File: src/rtl/spu_writeback.sv
// Writer side of the SPU register file: queues even/odd pipe results, drains them
// one per cycle onto the single write port, and forwards pending data to operand reads.
module spu_writeback #(
  parameter int RFWIDTH = 128,
  parameter int REGBITS = 7,
  parameter int DEPTH   = 4
) (
  input  logic               clk,
  input  logic               rst_n,
  input  logic               even_valid,
  input  logic [REGBITS-1:0] even_rt,
  input  logic [RFWIDTH-1:0] even_wd,
  input  logic               odd_valid,
  input  logic [REGBITS-1:0] odd_rt,
  input  logic [RFWIDTH-1:0] odd_wd,
  output logic               stall,
  output logic               regwrite,
  output logic [REGBITS-1:0] wa,
  output logic [RFWIDTH-1:0] wd,
  input  logic [REGBITS-1:0] fwd_a_addr,
  input  logic [REGBITS-1:0] fwd_b_addr,
  output logic               fwd_a_hit,
  output logic               fwd_b_hit,
  output logic [RFWIDTH-1:0] fwd_a_data,
  output logic [RFWIDTH-1:0] fwd_b_data,
  output logic [2:0]         count,
  output logic               overflow
);

  localparam int         PTRW    = (DEPTH > 1) ? $clog2(DEPTH) : 1;
  localparam logic [3:0] DEPTH_W = 4'(DEPTH);

  logic [REGBITS-1:0] q_rt   [DEPTH];
  logic [RFWIDTH-1:0] q_data [DEPTH];
  logic [PTRW-1:0]    head;
  logic [PTRW-1:0]    tail;
  logic [PTRW-1:0]    odd_slot;
  logic [PTRW-1:0]    fwd_ptr;
  logic [3:0]         space;
  logic               pop;
  logic               even_acc;
  logic               odd_acc;

  function automatic logic [PTRW-1:0] ptr_inc(input logic [PTRW-1:0] p);
    return (p == PTRW'(DEPTH - 1)) ? '0 : p + PTRW'(1);
  endfunction

  // The slot freed by this cycle's pop is usable by the incoming pushes.
  always_comb begin
    pop      = (count != 3'd0);
    space    = DEPTH_W - {1'b0, count} + {3'b000, pop};
    even_acc = even_valid && (space >= 4'd1);
    odd_acc  = odd_valid && (space >= (even_acc ? 4'd2 : 4'd1));
    odd_slot = even_acc ? ptr_inc(tail) : tail;
  end

  assign stall = ({1'b0, count} > (DEPTH_W - 4'd2));

  // Walk candidates oldest to youngest so the youngest match overrides.
  always_comb begin
    fwd_a_hit  = regwrite && (wa == fwd_a_addr);
    fwd_b_hit  = regwrite && (wa == fwd_b_addr);
    fwd_a_data = fwd_a_hit ? wd : '0;
    fwd_b_data = fwd_b_hit ? wd : '0;
    fwd_ptr    = head;
    for (int i = 0; i < DEPTH; i++) begin
      if (3'(i) < count) begin
        if (q_rt[fwd_ptr] == fwd_a_addr) begin
          fwd_a_hit  = 1'b1;
          fwd_a_data = q_data[fwd_ptr];
        end
        if (q_rt[fwd_ptr] == fwd_b_addr) begin
          fwd_b_hit  = 1'b1;
          fwd_b_data = q_data[fwd_ptr];
        end
      end
      fwd_ptr = ptr_inc(fwd_ptr);
    end
  end

  always_ff @(posedge clk) begin
    if (!rst_n) begin
      head     <= '0;
      tail     <= '0;
      count    <= '0;
      regwrite <= 1'b0;
      wa       <= '0;
      wd       <= '0;
      overflow <= 1'b0;
      for (int i = 0; i < DEPTH; i++) begin
        q_rt[i]   <= '0;
        q_data[i] <= '0;
      end
    end else begin
      regwrite <= pop;
      if (pop) begin
        wa   <= q_rt[head];
        wd   <= q_data[head];
        head <= ptr_inc(head);
      end
      if (even_acc) begin
        q_rt[tail]   <= even_rt;
        q_data[tail] <= even_wd;
      end
      if (odd_acc) begin
        q_rt[odd_slot]   <= odd_rt;
        q_data[odd_slot] <= odd_wd;
        tail             <= ptr_inc(odd_slot);
      end else if (even_acc) begin
        tail <= ptr_inc(tail);
      end
      count <= count + {2'b00, even_acc} + {2'b00, odd_acc} - {2'b00, pop};
      if ((even_valid && !even_acc) || (odd_valid && !odd_acc))
        overflow <= 1'b1;
    end
  end

endmodule
File: config.mk
export PLATFORM = sky130hd
export DESIGN_NAME = spu_writeback
export DESIGN_NICKNAME = d
export VERILOG_FILES = /design/src/rtl/spu_writeback.sv
export SDC_FILE = /design/constraint.sdc
export NUM_CORES = 2
export LEC_CHECK = 0
export CORE_UTILIZATION = 35
export DETAILED_ROUTE_END_ITERATION = 8
export HOLD_SLACK_MARGIN = 0.1
export PLACE_DENSITY_LB_ADDON = 0.2
export RECOVER_POWER = 50
export SLEW_MARGIN = 25
export SYNTH_ARGS = -nofsm -noshare
export SYNTH_HDL_FRONTEND = slang
export SYNTH_SLANG_ARGS = --single-unit
File: constraint.sdc
create_clock -name clk -period 11.5 [get_ports clk]
set_clock_uncertainty 0.05 [all_clocks]
set_input_delay 2.3 -clock clk [delete_from_list [all_inputs] [get_ports clk]]
set_output_delay 2.3 -clock clk [all_outputs]
set_load 0.02 [all_outputs]
# [Word-level counts from Yosys, hierarchy flattened]
# Memories as Yosys holds them, arrays and structs flattened. A register that Yosys moved wholly into a read port is not among the register bits.
# Cells that the tools add are included.
[classes] n_addsub=10 n_lt_le_gt_ge=7 eq_ne=15 mux=65 n_reduce_logical=14
[ops] op="$mux 128" n=20
[ops] op="$reduce_or 128->1" n=2
[ops] op="$eq 7x7->1" n=10
[ops] op="$mux 2" n=16
[ops] op="$mux 1" n=27
[ops] op="$mux 7" n=2
[ops] op="$reduce_or 7->1" n=2
[ops] op="$add 2x1->2 const B" n=5
[ops] op="$eq 2x2->1 const B" n=5
[ops] op="$add 3x1->3" n=2
[ops] op="$logic_and 1x1->1" n=6
[ops] op="$lt 1x3->1 const A" n=2
[ops] op="$lt 2x3->1 const A" n=2
[ops] op="$add 4x1->4" n=1
[ops] op="$ge 4x1->1 const B" n=1
[ops] op="$ge 4x2->1" n=1
[ops] op="$sub 3x3->4 const A" n=1
[ops] op="$gt 3x2->1 const B" n=1
[ops] op="$reduce_bool 3->1" n=1
[ops] op="$sub 3x1->3" n=1
[ops] op="$logic_not 1->1" n=2
[ops] op="$logic_or 1x1->1" n=1
[word_totals] reg_bits=144 ram_bits=540 out_inout_bits=399 memories=2
[memory_table] name="q_data" words=4 word_bits=128 read_ports=4 rd_clocked_by_memory_dff=1 wr=4 line="34" text="logic [RFWIDTH-1:0] q_data [DEPTH];"
[memory_table] name="q_rt" words=4 word_bits=7 read_ports=4 rd_clocked_by_memory_dff=1 wr=4 line="33" text="logic [REGBITS-1:0] q_rt [DEPTH];"

# [Longest topological paths before layout]
[depth] ltp_word=12 depth_mapped=18 depth_no_buf=16

# [Worst setup path before layout]
# Ideal clock, no wire load.
[synth_path] path_type="input -> register" startpoint="input port even_valid" endpoint="memory q_data[3][0] (enable)" arrival_ns=7.795 setup_slack_ns=3.128 stages=11 path_cell_list="nand2_1 ha_1 o21ai_0 and3b_1 nor2b_1 clkbuf_1 and3_1 clkbuf_1 clkbuf_1 clkbuf_1 a311o_1"
[synth_lines] item="from (decl)" line="10" text="input logic even_valid,"
[synth_lines] item="to (decl)" line="34"

==> results.ini <==
[synth]
synth_top_family_by_area=compound AO/OA/AOI/OAI gates
synth_common_cells=nand2_1 (916), mux2i_1 (565), edfxtp_1 (540), a22o_1 (485), clkbuf_1 (475)
post-synth-top-area-fraction_pct=30.3
synth-async-reset-ratio_pct=0
synth_compound_gate_area_share_pct=27.1
synth_area_leaders=edfxtp_1 (30%), mux2i_1 (11%), a22o_1 (7.9%)
post-synth-top-count-cell=nand2_1
synthXorXnorAreaFrac_pct=1.16
syn_area_sq_mm=0.0535
syn_nets=5988
synth_edf_count=540
post_synth_fa_ha_maj_area_fraction_pct=0.356
synth_seq_area_share_pct=35.8
synth_top_cell_by_area=edfxtp_1
synthSimpleGateAreaFrac_pct=11.8
postSynthAreaPerCell_sq_um=9.40
synth_top_flop_cell=edfxtp_1
synth_seq_cells=686
synth.yosys.warnings=0
synth.distinct_cells=59
postSynthCellCount=5686
synth.area.mux_share_pct=18.9

[setup_path]
endpoint_kind=flip-flop
critical_path_startpoint_category=primary input
highest_net_fanout_along_the_worst_path=62
critical_path_buf_inv_count=4
crit_chain=dlygate4sd3_1 -> clkinvlp_2 -> nor2_1 -> clkbuf_1 -> buf_4 -> nand2_1 -> o21ai_0
required_ps=11950
criticalPathCategory=in2reg
crit_arrival_ps=10630
crit_slowest_cell=clkinvlp_2
regToRegEndpoint=q_data[2][52]
setup.reg_to_reg.worst_slack_ps=2430
cp_slowest_stage_delay_ps=2700
path_delay_family=buffers and inverters
reg2regPathDepth=14
timing.rr.start=count[1]

[drt]
avgRoutedWirePerCell_um=30.4
ant_nets=0
drc=0
drt-initial-drc-count=5566
detail_route.first_pass.iterations=8
route.vias.total=51700
routed_via_density=6.40
route.final.wire_length_um=245000

[worst_hold_path]
min_delay_path_depth=2
worstHoldPathType=reg2reg
timing.hold.worst_endpoint=wd[110]
hold_path.startpoint=wd[110]

[pwr]
clockPowerShare_pct=15.9
internal_power_uw=9060
power_density_mw_per_mm2=274
comb_power_share_pct=59.8
switching_share_pct=48.6
power_leakage_uw=0.0223
worst_ir_drop_vdd_v=0.000350
p_switching_uw=8570
seq_power_share_pct=24.4

[global_routing]
grtUsageMet1_pct=38.6
globalRouteMet2Util_pct=49.4
grt_antenna_before_repair=37
first_global_vias=49300
globalRoute.totalOverflow=0
groute.usage.overall_pct=30.5
grt.met3_usage_pct=6.43
grt_most_used_layer=met2
grt_max_degree=167
wire_length_of_the_first_global_routing_pass_um=346000

[sta]
maxClockFrequency_ghz=0.0982
grt_setup_unrepaired=false
slew_viol_final=729
hold_viol_final=0
minimum_setup_slack_in_the_final_design_ps=1320
final.setup.tns_ps=0
min_period_over_period_pct=88.5
period_needed_ps=10180
worstMarginPinSlew_ps=5020
setup_viol_count_final=0
timing.max_slew.rel_slack_pct=-235

[layout]
layout-drive-gt1-share_pct=11.2
layout.core_utilization_pct=42.5
layout-area-overhead-vs-synth_pct=20.5
num-nets-final=6244
final_area_sq_mm=0.0644

[placed_design]
place_area_sq_mm=0.0617
io_buffers=686
gp_routability_congestion=0.885
pre_cts_slack_ps=1940
post-dp-hpwl_um=146000

[clocking]
cts-root-buf=clkbuf_16
cts_inserted_buffers=86
cts_max_path_buffers=3
cts.repair_timing.setup_buffer_count=0
tritoncts_clock_tree=built
h-tree-depth=3
clock-sinks=686
post_cts_resize_count=0
hold_buf_cts=0
cts.clk_slew.worst_paths_ps=60
clk-insertion-delay-late_ps=710

[floorplan]
placement_rows=143
num_io_pins=687
dieArea_sq_mm=0.154
die-width_um=393
chipHeight_um=393
starting_density_pct=35.2
core_area_sq_mm=0.152

[run_status]
run_status=complete, but fails checks
failed_checks=max-capacitance violations, max-slew violations

[run]
maxCapViolCount=16

-- worst register-to-register path: cells and delay by family, from the launching register on --
family	cells	cell delay, ps
simple gates	6	2670
buf+inv	3	3980
fa+ha+maj	2	780
flops	1	560
compound gates	3	880
-- routing by layer --
layer | wire length [um] | up-vias
li1 | - | 22300
met1 | 97000 | 25600
met2 | 114000 | 3072
met3 | 24100 | 653
met4 | 10000 | 26
met5 | 162 | -
-- cell usage in the layout, fill, tap and decap left out, drive strengths merged, types with 161 or more instances in the layout --
| master | count |
|---|---|
| a22o | 485 |
| o21a | 161 |
| edfxtp | 540 |
| clkdlybuf4s50 | 543 |
| mux2i | 565 |
| o21ai | 330 |
| nor3 | 161 |
| a21oi | 319 |
| o211ai | 199 |
| nand2 | 916 |
| nor2 | 320 |
-- cell families (layout without fill, tap and decap cells) --
| family | Yosys count | in the layout |
|---|---|---|
| compound gates | 1883 | 1883 |
| simple gates | 1545 | 1545 |
| mux | 823 | 823 |
| buf+inv | 664 | 994 |
| fa+ha+maj | 14 | 14 |
| other cells | 0 | 27 |
| flops | 686 | 686 |
| xor+xnor | 71 | 71 |
-- sequential cells by signal, indices dropped and copies added (netlist names), named ones only --
name,cells
count,3
overflow,1
q_rt,28
regwrite,1
head,2
tail,2
wd,128
q_data,512
wa,7
-- cell type report --
type / count / area, sq um
fillers: 14700 / 87300
multi-input cells: 4336 / 31900
flip-flops and latches: 686 / 19100
repair buffers: 796 / 7850
well taps: 2030 / 2540
clock buffers: 127 / 2380
clock inverters: 35 / 422
inverters: 36 / 141
diodes: 27 / 67.6
-- how the worst max path moves through the flow --
stage               cells after the start          start             end
floorplan                              11     even_valid    q_data[3][0]
global placement                       10  fwd_a_addr[1]  fwd_a_data[61]
detailed placement                     10  fwd_a_addr[1]  fwd_a_data[61]
CTS                                    10  fwd_a_addr[1]  fwd_a_data[61]
global route                            7          rst_n  q_data[3][100]
finish                                  7          rst_n   q_data[3][91]
-- through the flow --
stage / power, uW / instances / hold slack, ps
3_3_place_gp: 14600 / 7882 / 421
3_5_place_dp: 14800 / 7884 / 426
4_1_cts: 17600 / 8046 / 434
2_1_floorplan: 11300 / 5686 / 408
6_report: 17600 / 8073 / 434
5_1_grt: 18500 / 8065 / 460
-- power groups by stage --
| stage | registers (uW) | logic (uW) | clock network [uW] |
|---|---|---|---|
| after global routing | 4380 | 11200 | 2910 |
| after global placement | 4330 | 10300 | 0 |
| after CTS | 4280 | 10500 | 2820 |
| final | 4300 | 10500 | 2800 |
| after detailed placement | 4330 | 10400 | 0 |
| after floorplan | 4310 | 7020 | 0 |
(Power assumes the default switching activity.)
